--- config.mk ---
export PLATFORM = sky130hd
export DESIGN_NAME = lbp_param
export DESIGN_NICKNAME = d
export VERILOG_FILES = /design/src/rtl/lbp_param.sv
export SDC_FILE = /design/constraint.sdc
export NUM_CORES = 1
export LEC_CHECK = 0
export ABC_CLOCK_PERIOD_IN_PS = 2900
export CAP_MARGIN = 20
export CELL_PAD_IN_SITES_DETAIL_PLACEMENT = 1
export CELL_PAD_IN_SITES_GLOBAL_PLACEMENT = 1
export CORE_MARGIN = 3
export CORE_UTILIZATION = 43
export CTS_CLUSTER_SIZE = 8
export DETAILED_ROUTE_END_ITERATION = 12
export GPL_TIMING_DRIVEN = 0
export PLACE_DENSITY = 0.78
export SYNTH_ARGS = -nofsm -noshare
export SYNTH_HDL_FRONTEND = slang
export SYNTH_SLANG_ARGS = --single-unit
--- constraint.sdc ---
create_clock -name clk -period 2.9 [get_ports clk]
set_input_delay 0.29 -clock clk [delete_from_list [all_inputs] [get_ports clk]]
set_output_delay 0.29 -clock clk [all_outputs]
set_load 0.1 [all_outputs]
--- src/rtl/lbp_param.sv ---
// lbp_param: 3x3 local binary pattern engine over a 2^Y_BITS x 2^X_BITS gray image, one memory read per cycle.
// Optional macro LBP_BORDER_EN: scan every pixel and emit border pixels with code 0 and no reads.
module lbp_param #(
  parameter int X_BITS = 7,
  parameter int Y_BITS = 7,
  parameter int PIX_W  = 8
) (
  input  logic                     clk,
  input  logic                     reset,
  input  logic                     start,
  input  logic [PIX_W-1:0]         thresh,
  output logic                     gray_req,
  output logic [Y_BITS+X_BITS-1:0] gray_addr,
  input  logic [PIX_W-1:0]         gray_data,
  output logic                     lbp_valid,
  output logic [Y_BITS+X_BITS-1:0] lbp_addr,
  output logic [7:0]               lbp_data,
  input  logic                     lbp_ready,
  output logic                     busy,
  output logic                     finish
);
  localparam int A_W = Y_BITS + X_BITS;
  localparam logic [X_BITS-1:0] X_ONE = X_BITS'(1);
  localparam logic [Y_BITS-1:0] Y_ONE = Y_BITS'(1);
  localparam logic [X_BITS-1:0] X_END = '1;
  localparam logic [Y_BITS-1:0] Y_END = '1;
`ifdef LBP_BORDER_EN
  localparam logic [X_BITS-1:0] X_FIRST = '0;
  localparam logic [Y_BITS-1:0] Y_FIRST = '0;
  localparam logic [X_BITS-1:0] X_LAST  = X_END;
  localparam logic [Y_BITS-1:0] Y_LAST  = Y_END;
  localparam bit                FIRST_BORDER = 1'b1;
`else
  localparam logic [X_BITS-1:0] X_FIRST = X_ONE;
  localparam logic [Y_BITS-1:0] Y_FIRST = Y_ONE;
  localparam logic [X_BITS-1:0] X_LAST  = X_END - X_ONE;
  localparam logic [Y_BITS-1:0] Y_LAST  = Y_END - Y_ONE;
  localparam bit                FIRST_BORDER = 1'b0;
`endif

  typedef enum logic [2:0] {IDLE, FETCH, CALC, OUT, DONE} state_t;
  state_t state, next_state;

  logic [X_BITS-1:0] x, nx_x, fx;
  logic [Y_BITS-1:0] y, nx_y, fy;
  logic [3:0]        cnt;
  logic [PIX_W-1:0]  centre, thresh_r;
  logic [6:0]        bits;
  logic [A_W-1:0]    addr_hold;
  logic              last_px, nx_border, hs, cmp;

  assign hs      = (state == OUT) && lbp_valid && lbp_ready;
  assign last_px = (x == X_LAST) && (y == Y_LAST);
  // Sum is widened by one bit so centre + thresh never wraps; an overflowing sum can never be reached.
  assign cmp     = {1'b0, gray_data} >= ({1'b0, centre} + {1'b0, thresh_r});

  always_comb begin
    nx_x = x + X_ONE;
    nx_y = y;
    if (x == X_LAST) begin
      nx_x = X_FIRST;
      nx_y = y + Y_ONE;
    end
  end

`ifdef LBP_BORDER_EN
  assign nx_border = (nx_x == '0) || (nx_x == X_END) || (nx_y == '0) || (nx_y == Y_END);
`else
  assign nx_border = 1'b0;
`endif

  always_ff @(posedge clk or negedge reset) begin
    if (!reset) state <= IDLE;
    else        state <= next_state;
  end

  always_comb begin
    next_state = state;
    unique case (state)
      IDLE:    if (start) next_state = FIRST_BORDER ? OUT : FETCH;
      FETCH:   if (cnt == 4'd8) next_state = CALC;
      CALC:    next_state = OUT;
      OUT:     if (hs) next_state = last_px ? DONE : (nx_border ? OUT : FETCH);
      DONE:    next_state = IDLE;
      default: next_state = IDLE;
    endcase
  end

  // Request order: centre first, then the eight neighbours in raster order.
  always_comb begin
    fy = y;
    fx = x;
    case (cnt)
      4'd1: begin fy = y - Y_ONE; fx = x - X_ONE; end
      4'd2: fy = y - Y_ONE;
      4'd3: begin fy = y - Y_ONE; fx = x + X_ONE; end
      4'd4: fx = x - X_ONE;
      4'd5: fx = x + X_ONE;
      4'd6: begin fy = y + Y_ONE; fx = x - X_ONE; end
      4'd7: fy = y + Y_ONE;
      4'd8: begin fy = y + Y_ONE; fx = x + X_ONE; end
      default: ;
    endcase
  end

  always_comb begin
    gray_req  = (state == FETCH);
    gray_addr = gray_req ? {fy, fx} : addr_hold;
    busy      = (state != IDLE);
    finish    = (state == DONE);
  end

  always_ff @(posedge clk or negedge reset) begin
    if (!reset) begin
      x         <= X_FIRST;
      y         <= Y_FIRST;
      cnt       <= '0;
      centre    <= '0;
      thresh_r  <= '0;
      bits      <= '0;
      addr_hold <= '0;
      lbp_valid <= 1'b0;
      lbp_addr  <= '0;
      lbp_data  <= '0;
    end else begin
      cnt <= (state == FETCH) ? cnt + 4'd1 : '0;
      if (state == IDLE && start) thresh_r <= thresh;
      if (state == FETCH) addr_hold <= {fy, fx};
      // Read data trails its request by one cycle: centre lands at cnt 1, neighbour k at cnt k+1.
      if (state == FETCH && cnt == 4'd1) centre <= gray_data;
      if (state == FETCH && cnt >= 4'd2) bits <= {cmp, bits[6:1]};
      if (state == DONE) begin
        x <= X_FIRST;
        y <= Y_FIRST;
      end else if (hs && !last_px) begin
        x <= nx_x;
        y <= nx_y;
      end
      if (state == CALC) begin
        lbp_valid <= 1'b1;
        lbp_addr  <= {y, x};
        lbp_data  <= {cmp, bits};
      end
`ifdef LBP_BORDER_EN
      else if (state == IDLE && start) begin
        lbp_valid <= 1'b1;
        lbp_addr  <= {Y_FIRST, X_FIRST};
        lbp_data  <= '0;
      end else if (hs && !last_px && nx_border) begin
        lbp_valid <= 1'b1;
        lbp_addr  <= {nx_y, nx_x};
        lbp_data  <= '0;
      end
`endif
      else if (hs) lbp_valid <= 1'b0;
    end
  end
endmodule
==> flow_summary.json <==
{
  "routed-via-count": 3617,
  "drt_iter0_drc": 166,
  "synth_fa_ha_area_share_pct": 7.764,
  "synth_compound_area_share_pct": 13.19,
  "grt_max_degree": 52,
  "drc": 0,
  "final_common_cell": "dfrtp_1",
  "ys_ff_latch": 81,
  "diodes": 0,
  "yosys.area.top_type_share_pct": 44.44,
  "core_um2": 9910,
  "r2r-start": "centre[0]",
  "hold_viol_final": 0,
  "yosys_warnings": 0,
  "setup_viol": 0,
  "stdcell_area_um2": 5748,
  "place_ws_ps": -770.4,
  "syn-num-nets": 471,
  "setup_slack_ps": 45.76,
  "min_period_ps": 2854,
  "yosys-top-cells-area": "dfrtp_1 44%, mux2_2 10%, ha_1 7.3%, o21ai_0 3.2%, nor2_1 2.9%",
  "reg2reg_depth": 13,
  "dr.pass1.iters": 4,
  "status": "complete, no violations",
  "cp-startpoint": "cnt[0]",
  "maxSlewViolCount": 0,
  "synth_top_family_by_area": "simple AND/OR/NAND/NOR gates",
  "cp_data_required_time_ps": 2610,
  "tritoncts": "built",
  "routed_via_density": 5.652,
  "clkSinkCount": 81,
  "rrSetupSlack_ps": 190,
  "start_kind": "flip-flop",
  "grt_pass1_vias": 3865,
  "syn_inst": 424,
  "dieArea_um2": 11600,
  "path_clk_slew_ps": 90,
  "muxShareOfSynthArea_pct": 10.83,
  "path_class": "flip-flop to primary output",
  "start_util_pct": 44.89,
  "postRouteAntennaNets": 0,
  "synthArstFlopShare_pct": 100.0,
  "r2r-end": "bits[6]",
  "synth_xor_area_share_pct": 3.544,
  "syn_area_per_cell_um2": 10.49,
  "placed_area_um2": 5308,
  "setup_tns_ps": 0,
  "critPathArrivalTime_ps": 2560,
  "die_height_um": 107.7,
  "ctsLongestPathBuffers": 2,
  "tightestPinTransition_ps": 1019,
  "grt.overflow.total": 0,
  "most-common-layout-cells": "77 x dfrtp_1, 42 x clkdlybuf4s50_1, 41 x mux2_2",
  "numPortBuffers": 59,
  "syn_to_final_growth_pct": 29.23,
  "crit_path_end_kind": "primary output",
  "fmax_mhz": 350.4,
  "numCtsBuffers": 9,
  "rows": 36,
  "hpwl_mm": 8.572,
  "filler_cell_count": 1078,
  "hold_path.class": "input pin to async pin",
  "clock_latency_ps": 360,
  "yosys.area.top_type": "dfrtp_1",
  "fin_nets": 549,
  "synthFlopType": "dfrtp_1",
  "drive_above_1_share_pct": 29.19,
  "synth-seq-area-share_pct": 45.63,
  "finalCritPeriodShare_pct": 98.42,
  "track_usage_pct": 20.97,
  "yosys.area_share.simple_pct": 14.94,
  "synth_cell_type_count": 68,
  "gp_congestion": 0.7641,
  "synth_edf_count": 0,
  "fin_skew_ps": 11.97,
  "finalWirelength_mm": 12.08,
  "die_w_um": 107.7,
  "ios": 60,
  "root_buffer": "clkbuf_8",
  "antenna_found_initial": 0,
  "synth_area_um2": 4448,
  "htree_levels": 3,
  "path_max_fanout": 7,
  "holdWs_ps": 397.2,
  "relSlewSlack_pct": 31.84,
  "grt_first_pass_wirelength_mm": 19.21,
  "wl_per_cell_um": 18.88,
  "drv_cap": 0
}
-- cell families after synthesis --
logic type	count (synthesis)
AOI/OAI and AO/OA	83
xor gates and xnor gates	18
adders and majority gates	27
buffers and inverters	37
DFF	81
muxes	43
and+or+nand+nor	135
-- sequential cells by signal, indices dropped and copies added (netlist names), 7 cells and up --
| register | flops |
|---|---|
| lbp_addr | 14 |
| lbp_data | 8 |
| bits | 7 |
| thresh_r | 8 |
| y | 7 |
| centre | 8 |
| x | 7 |
| addr_hold | 14 |
-- area by class of cell --
type | instances | area (um^2) | area share, %
multi-input cells | 307 | 2500 | 43.49
repair buffers | 68 | 668.1 | 11.62
well taps | 133 | 166.4 | 2.895
plain buffers | 18 | 116.4 | 2.024
clock inverters | 7 | 76.32 | 1.328
flip-flops and latches | 81 | 2032 | 35.35
clock buffers | 9 | 123.9 | 2.155
inverters | 17 | 65.06 | 1.132
-- cells in the mapped netlist (3+ instances only) --
cell       count
nor2b_1        3
a211oi_1       3
mux2_2        41
a2111oi_0      3
or4_1          3
inv_1         16
a221oi_1       3
xor2_1         4
nand4_1        6
nand3_1       12
o32ai_1        3
buf_2          6
clkbuf_1       8
nand2b_1       4
ha_1          26
and3_1         5
a21oi_1        8
dfrtp_1       79
xnor2_1       14
nor3_1        18
nor2_1        34
nor4_1         4
o21ai_0       28
nand2_1       33
-- per-stage QoR --
| stage | cells | utilization [%] |
|---|---|---|
| final | 640 | 58.01 |
| after global routing | 640 | 58.01 |
| after CTS | 636 | 56.10 |
| after detailed placement | 617 | 53.56 |
| after global placement | 616 | 53.31 |
| after floorplan | 424 | - |
-- worst max path at each step --
stage          slack, ps  cells past startpoint       endpoint
2_1_floorplan        160                      7   gray_addr[2]
3_3_place_gp       -1400                      1        bits[3]
3_5_place_dp        -770                      7   gray_addr[2]
4_1_cts             -190                      8   gray_addr[2]
5_1_grt              -60                      9   gray_addr[4]
6_report              50                      8  gray_addr[10]
-- repair_timing --
action                                  4_1_cts  5_1_grt
endpoints found under the setup margin       16       17
hold endpoints to repair                     30        0
gates resized for setup                      99       39
cloned                                        0        1
hold buffers                                  1        0
buffers inserted                              2        5
pin swaps                                     0        4
-- layer usage --
layer  routed length (um)  track usage [%]  vias up
li1                     -                -     1692
met1                 5145            26.91     1834
met2                 6220            35.92       77
met3                  573            3.779       14
met4                  142            6.492        0
met5                    0                0        -
-- critical path: stages (launching register included) --
cell and delay (ps):
dfrtp_2 460, ha_1 220, clkbuf_4 180, or3_4 370
nand2_2 110, nor2_1 70, a221o_1 350, a32o_1 250
buf_6 190
Power is not shown: default switching activity piles up to over one toggle a cycle in this logic, so the estimate is an artifact.
